==> config.mk <==
export PLATFORM = sky130hd
export DESIGN_NAME = conv_frame_sequencer
export DESIGN_NICKNAME = d
export VERILOG_FILES = /design/src/rtl/conv_frame_sequencer.sv
export SDC_FILE = /design/constraint.sdc
export NUM_CORES = 1
export LEC_CHECK = 0
export ABC_CLOCK_PERIOD_IN_PS = 6950
export BUFFER_PORTS_ARGS = -buffer_cell sky130_fd_sc_hd__buf_2
export CAP_MARGIN = 20
export CELL_PAD_IN_SITES_DETAIL_PLACEMENT = 1
export CELL_PAD_IN_SITES_GLOBAL_PLACEMENT = 2
export CORE_UTILIZATION = 41
export CTS_BUF_LIST = sky130_fd_sc_hd__clkbuf_8
export CTS_CLUSTER_SIZE = 20
export DETAILED_ROUTE_END_ITERATION = 12
export PLACE_DENSITY = 0.86
export RECOVER_POWER = 25
export SLEW_MARGIN = 20
export SYNTH_ARGS = -nofsm -noshare
export SYNTH_HDL_FRONTEND = slang
export SYNTH_SLANG_ARGS = --single-unit
==> constraint.sdc <==
create_clock -name clk -period 6.95 [get_ports clk]
set_input_delay 1.0425 -clock clk [delete_from_list [all_inputs] [get_ports clk]]
set_output_delay 1.0425 -clock clk [all_outputs]
set_load 0.1 [all_outputs]
==> src/rtl/conv_frame_sequencer.sv <==
// Walks the interior of a zero-padded input frame in raster order and tracks
// output pixel addresses, raising a sticky overflow if outputs outrun inputs.
module conv_frame_sequencer #(
  parameter int IMG_W  = 64,
  parameter int IMG_H  = 180,
  parameter int PAD    = 3,
  parameter int ADDR_W = 14
) (
  input  logic              clk,
  input  logic              rst,
  input  logic              start,
  input  logic              stall,
  input  logic              pe_valid,
  output logic              issue,
  output logic [ADDR_W-1:0] in_addr,
  output logic [ADDR_W-1:0] out_addr,
  output logic              busy,
  output logic              done,
  output logic              overflow,
  output logic [1:0]        dbg_state
);

  localparam int PW     = IMG_W + 2*PAD;
  localparam int N      = IMG_W * IMG_H;
  localparam int BASE_I = PAD*PW + PAD;
  localparam int CNT_W  = $clog2(N + 1);
  localparam int COL_W  = $clog2(IMG_W);

  localparam logic [ADDR_W-1:0] BASE_A = ADDR_W'(BASE_I);
  localparam logic [ADDR_W-1:0] WRAP_A = ADDR_W'(2*PAD + 1);
  localparam logic [CNT_W-1:0]  LAST_C = CNT_W'(N - 1);
  localparam logic [COL_W-1:0]  COL_E  = COL_W'(IMG_W - 1);

  typedef enum logic [1:0] {
    S_IDLE  = 2'd0,
    S_RUN   = 2'd1,
    S_DRAIN = 2'd2
  } state_t;

  // Handshake: issue/in_addr form a one-way valid with stall as backpressure
  // (no issue while stall=1); pe_valid is a one-way valid with no ready, so an
  // output arriving before its input has been issued is flagged, not held.
  state_t              r_state;
  state_t              w_state_nxt;
  logic [ADDR_W-1:0]   r_in_addr;
  logic [ADDR_W-1:0]   r_out_addr;
  logic [CNT_W-1:0]    r_iss_cnt;
  logic [CNT_W-1:0]    r_out_cnt;
  logic [COL_W-1:0]    r_col;
  logic                r_done;
  logic                r_overflow;

  logic w_issue;
  logic w_last_issue;
  logic w_pe_ok;
  logic w_pe_err;
  logic w_last_out;
  logic w_launch;

  always_comb begin
    w_issue      = (r_state == S_RUN) && !stall;
    w_last_issue = w_issue && (r_iss_cnt == LAST_C);
    w_pe_ok      = pe_valid && (r_state != S_IDLE) && (r_out_cnt < r_iss_cnt);
    w_pe_err     = pe_valid && !w_pe_ok;
    w_last_out   = w_pe_ok && (r_out_cnt == LAST_C);
    w_launch     = (r_state == S_IDLE) && start;
  end

  always_comb begin
    w_state_nxt = r_state;
    case (r_state)
      S_IDLE:  if (start) w_state_nxt = S_RUN;
      S_RUN: begin
        if (w_last_out)        w_state_nxt = S_IDLE;
        else if (w_last_issue) w_state_nxt = S_DRAIN;
      end
      S_DRAIN: if (w_last_out) w_state_nxt = S_IDLE;
      default: w_state_nxt = S_IDLE;
    endcase
  end

  always_ff @(posedge clk or posedge rst) begin
    if (rst) r_state <= S_IDLE;
    else     r_state <= w_state_nxt;
  end

  always_ff @(posedge clk or posedge rst) begin
    if (rst) begin
      r_in_addr  <= BASE_A;
      r_out_addr <= '0;
      r_iss_cnt  <= '0;
      r_out_cnt  <= '0;
      r_col      <= '0;
      r_done     <= 1'b0;
      r_overflow <= 1'b0;
    end else begin
      r_done <= w_last_out;
      if (w_pe_err) r_overflow <= 1'b1;
      if (w_launch) begin
        r_in_addr  <= BASE_A;
        r_out_addr <= '0;
        r_iss_cnt  <= '0;
        r_out_cnt  <= '0;
        r_col      <= '0;
      end else begin
        if (w_issue) begin
          r_iss_cnt <= r_iss_cnt + 1'b1;
          // The final address is held so it stays visible through drain.
          if (!w_last_issue) begin
            if (r_col == COL_E) begin
              r_in_addr <= r_in_addr + WRAP_A;
              r_col     <= '0;
            end else begin
              r_in_addr <= r_in_addr + 1'b1;
              r_col     <= r_col + 1'b1;
            end
          end
        end
        if (w_pe_ok) begin
          r_out_cnt <= r_out_cnt + 1'b1;
          if (!w_last_out) r_out_addr <= r_out_addr + 1'b1;
        end
      end
    end
  end

  assign issue     = w_issue;
  assign in_addr   = r_in_addr;
  assign out_addr  = r_out_addr;
  assign busy      = (r_state == S_RUN) || (r_state == S_DRAIN);
  assign done      = r_done;
  assign overflow  = r_overflow;
  assign dbg_state = r_state;

endmodule

Yosys cells after proc, flatten, opt, wreduce, memory -nomap -nowiden
Cells that the tools add are included.
{"block": "op_classes", "n_lt_le_gt_ge": 1, "add_sub_neg": 6, "reduce_logical": 17, "eq_ne": 10, "muxes": 20}
{"cell": "$mux W14", "count": 11}
{"cell": "$add A14 B1 Y14 const B", "count": 4}
{"cell": "$eq A14 B14 Y1 const B", "count": 2}
{"cell": "$mux W6", "count": 4}
{"cell": "$add A14 B3 Y14 const B", "count": 1}
{"cell": "$lt A14 B14 Y1", "count": 1}
{"cell": "$mux W2", "count": 4}
{"cell": "$logic_and A1 B1 Y1", "count": 7}
{"cell": "$add A6 B1 Y6 const B", "count": 1}
{"cell": "$eq A6 B6 Y1 const B", "count": 1}
{"cell": "$pmux W2 S3", "count": 1}
{"cell": "$reduce_bool A2 Y1", "count": 3}
{"cell": "$ne A2 B1 Y1 const B", "count": 2}
{"cell": "$ne A2 B2 Y1 const B", "count": 2}
{"cell": "$reduce_and A2 Y1", "count": 2}
{"cell": "$ne A3 B3 Y1 const B", "count": 1}
{"cell": "$reduce_and A3 Y1", "count": 1}
{"cell": "$eq A2 B1 Y1 const B", "count": 1}
{"cell": "$eq A2 B2 Y1 const B", "count": 1}
{"cell": "$logic_not A1 Y1", "count": 2}
{"cell": "$logic_not A2 Y1", "count": 1}
{"cell": "$logic_or A1 B1 Y1", "count": 1}
{"block": "totals", "input_bits": 5, "register_bits": 66, "output_inout_bits": 34, "word_cells": 62}

Longest topological paths before layout
{"block": "logic_depth", "ltp_word": 7, "mapped_depth": 10, "depth_no_buf": 10}

Worst setup path before layout
OpenSTA, ideal clock, no wires.
{"block": "synth_timing", "kind": "register -> output", "from": "register r_state[1] (netlist: dbg_state[1])", "to": "output issue", "arrival_time_ps": 2153, "path_buffers": 0, "setup_slack_ps": 3754, "required_ps": 5907, "path_stages_with_launch": 5, "cell_sequence": "dfrtp_1 -> inv_1 -> ha_1 -> nand2b_1 -> clkinv_1"}
{"block": "synth_via", "elab_chain_cells": 2}
{"item": "from (decl)", "line_no": "43", "rtl": "state_t r_state;"}
{"item": "from (signal assigned)", "line_no": "84", "rtl": "else r_state <= w_state_nxt;"}
{"item": "$eq A2 B1 Y1", "line_no": "61", "rtl": "w_issue = (r_state == S_RUN) && !stall;"}
{"item": "$logic_and A1 B1 Y1", "line_no": "61"}
{"item": "to (decl)", "line_no": "14", "rtl": "output logic issue,"}
Every way passes these cells.

==> metrics.md <==
| Metric | Value |
|---|---|
| Status | finished with violations |
| Failing checks | capacitance limit, slew limit |
| Final Cell Area | 0.00418 mm2 |
| Num rows | 34 |
| DRT iter0 DRCs | 76 |
| Number of synthesized flops with an enable pin | 0 |
| Share of layout cells above drive strength 1 | between 10% and 20% |
| Max Freq | roughly 240 MHz |
| Worst setup EP type | asynchronous set/reset pin |
| Max-cap violation count | 1 |
| Leak | about 1.9 nW |
| Arrival time worst endpoint | 3.81 ns |
| CTS tree | yes |
| Hold crit path type | reg -> reg |
| Routed via count | between 3000 and 4000 |
| First-pass GRT wire length | between 15 and 20 mm |
| WS Path Type | in -> async |
| Top FF cell, synth | dfrtp_1 |
| CTS Buf Count | 9 |
| Die width | around 100 um |
| Fin. max-slew vios | 67 |
| Worst-path clk slew | around 0.07 ns |
| Worst-Margin Slew | about 3.7 ns |
| # diodes | 0 |
| Clock Skews | roughly 0.0083 ns |
| Placed cell areas | ~0.004 mm2 |
| Most frequent cells in the layout | dfrtp_1 (61), nand2_1 (41), buf_2 (38) |
| Total grt overflow | 0 |
| Synth cell types | 53 |
| WHS Path Cells | 1 |
| Hold Vio Cnt, Final | 0 |
| Die Height | 97.5 um |
| Total global-route track usage | just over 20% |
| Clock root buffer master | clkbuf_8 |
| Synthesized net count | 428 |
| Placer Congestion | approximately 0.8 |
| Fillers | just over 1000 |
| Final cell count without fillers | about 550 |
| Worst EP required | between 6 and 7 ns |
| Placed insts | around 530 |
| Yosys warnings | 0 |
| Slew headroom | -146% |
| Worst-Skew Late Latency | about 0.34 ns |
| Initial Utilization | between 40% and 50% |
| DRC Markers | 0 |
| Commonest non-fill, non-tap cell in the layout | dfrtp_1 |
| Final HPWL DP | between 6 and 7 mm |
| Final setup viols | 0 |
| Drt first pass iters | 4 |
| IO buf count | 38 |
| Largest stage delay, worst path | between 2 and 3 ns |
| RSZ-0062 raised after global routing | no |
| Vias per inst | 5.72 |
| Post-CTS Hold Buffers | 0 |
| H-tree Lvls | 3 |
| Critical-path cell list | buf_2 > inv_1 > clkbuf_1 |
| DRT Wirelength | 9.20 mm |
| Mapped Cells | 400 |
| Worst hold path startpoint | overflow$_DFFE_PP0P_ |
| Worst setup SP type | input pin |
| Post-route ant nets | 0 |
| Clock sink count | 66 |
| Area grow syn2layout | 11.8% |
| Mapped cell area | around 0.0037 mm2 |
| Vias in the first global route | 3222 |
| I/O pin count | 39 |
| FF-to-FF Start | dbg_state[0]$_DFFE_PP0P_ |
| Synthesized area per cell | between 9 and 10 um2 |
| Routed length per instance | 16.8 um |
| Setup crit start | rst |
| Async SR Flop Fraction | between 90% and 100% |
| NumNets Final | ~460 |
| #FFs+latches synth | 66 |
| Die area | between 0.009 and 0.01 mm2 |
| Crit share post-route | about three fifths |
| Largest net degree at the start of global routing | 67 |
| Clock Path Buffers | 2 |
| Post-CTS Setup Bufs | 0 |
| Post-synthesis sequential area ratio | 44.3% |
| Max Fanout on Critical Path | 66 |
| Crit-path slowest cell | clkbuf_1 |
| Peak supply drop | roughly 0.15 mV |
| Worst R2R Path Depth | 9 |
| Initial antenna violation count | 0 |
| Power Density | around 300 mW/mm2 |
| Final min period | 4.20 ns |
| Core Util, Final | between 40% and 50% |
| CTS-repair resized insts | 0 |
| Setup tns final | 0 ns |
| Area of the core | between 0.008 and 0.009 mm2 |
[cell usage after synthesis (2+ instances only)]
cell type	instances	area share, %
xor2_1	8	1.9
dfrtp_1	61	41
ha_1	22	7.4
o31ai_1	13	2.6
o21ai_0	9	1.2
or4_1	11	2.2
xnor2_1	17	4.0
nor2b_1	2	0.33
clkbuf_1	13	1.3
a211oi_1	3	0.60
nor4_1	3	0.50
inv_1	24	2.4
a21o_1	4	0.80
buf_2	3	0.40
nand3_1	15	2.0
nor3_1	5	0.67
and2_1	3	0.50
a21oi_1	30	4.0
nand2b_1	4	0.67
or3_1	4	0.67
mux2i_1	2	0.53
and4_1	3	0.70
nand2_1	41	4.1
o41ai_1	3	0.70
nor2_1	34	3.4
and3_1	7	1.2
o211ai_1	8	1.6
dfstp_2	5	3.5
o311ai_0	5	1.2
o21a_1	2	0.40
nand4_1	14	2.3
[layout make-up]
| class | count | area [um2] | area share, % |
|---|---|---|---|
| well taps | 108 | 135 | 3.23 |
| flip-flops and latches | 66 | 1660 | 39.6 |
| repair buffers | 41 | 209 | 5.00 |
| inverters | 25 | 93.8 | 2.24 |
| multi-input cells | 292 | 1920 | 46.0 |
| clock buffers | 9 | 124 | 2.96 |
| clock inverters | 7 | 40.0 | 0.957 |
[metal layers]
metal,track usage (%),routed length [um]
met4,7.13,83
met5,0,0
met2,34.3,4420
met3,3.02,209
met1,27.7,4490
[state kept, by name (all words and copies together), names as in the netlist]
signal     flops
done           1
r_out_cnt     14
dbg_state      2
out_addr      14
r_col          6
overflow       1
in_addr       14
r_iss_cnt     14
[worst paths after layout]
kind	end	slack, ns
max in group clk	issue	3.99
min in group asynchronous	in_addr[5]$_DFFE_PP0P_	2.13
setup / recovery	r_out_cnt[11]$_DFFE_PP0P_	2.75
hold / removal	overflow$_DFFE_PP0P_	0.46
setup reg to reg	out_addr[13]$_DFFE_PP0P_	4.12
hold reg to reg	overflow$_DFFE_PP0P_	0.46
[cell families after synthesis]
kind of cell,Yosys count,synth area share [%]
adders and majority gates,23,7.89
buffers and inverters,42,4.31
DFF,66,44.3
and+or+nand+nor,155,21.5
muxes,2,0.535
AOI/OAI and AO/OA,87,15.6
xor gates and xnor gates,25,5.85
[critical path: cells and delay by family]
kind     cells  cell delay (ns)
buf+inv      3             2.72
[report_power, final]
group | internal [W] | switching [W]
Clock | 0.000125 | 0.000154
Sequential | 0.000423 | 0.0000384
Combinational | 0.000112 | 0.000398
Total | 0.000660 | 0.000591
[stage by stage]
stage	power, W	hold WS, ns	worst slack [ns]
after global placement	0.000970	0.443	3.93
after detailed placement	0.000984	0.442	3.81
after global routing	0.00133	0.478	1.97
after floorplan	0.000881	0.464	3.75
final	0.00125	0.456	2.75
after CTS	0.00127	0.461	3.99
Power figures use the tool's default switching activity.
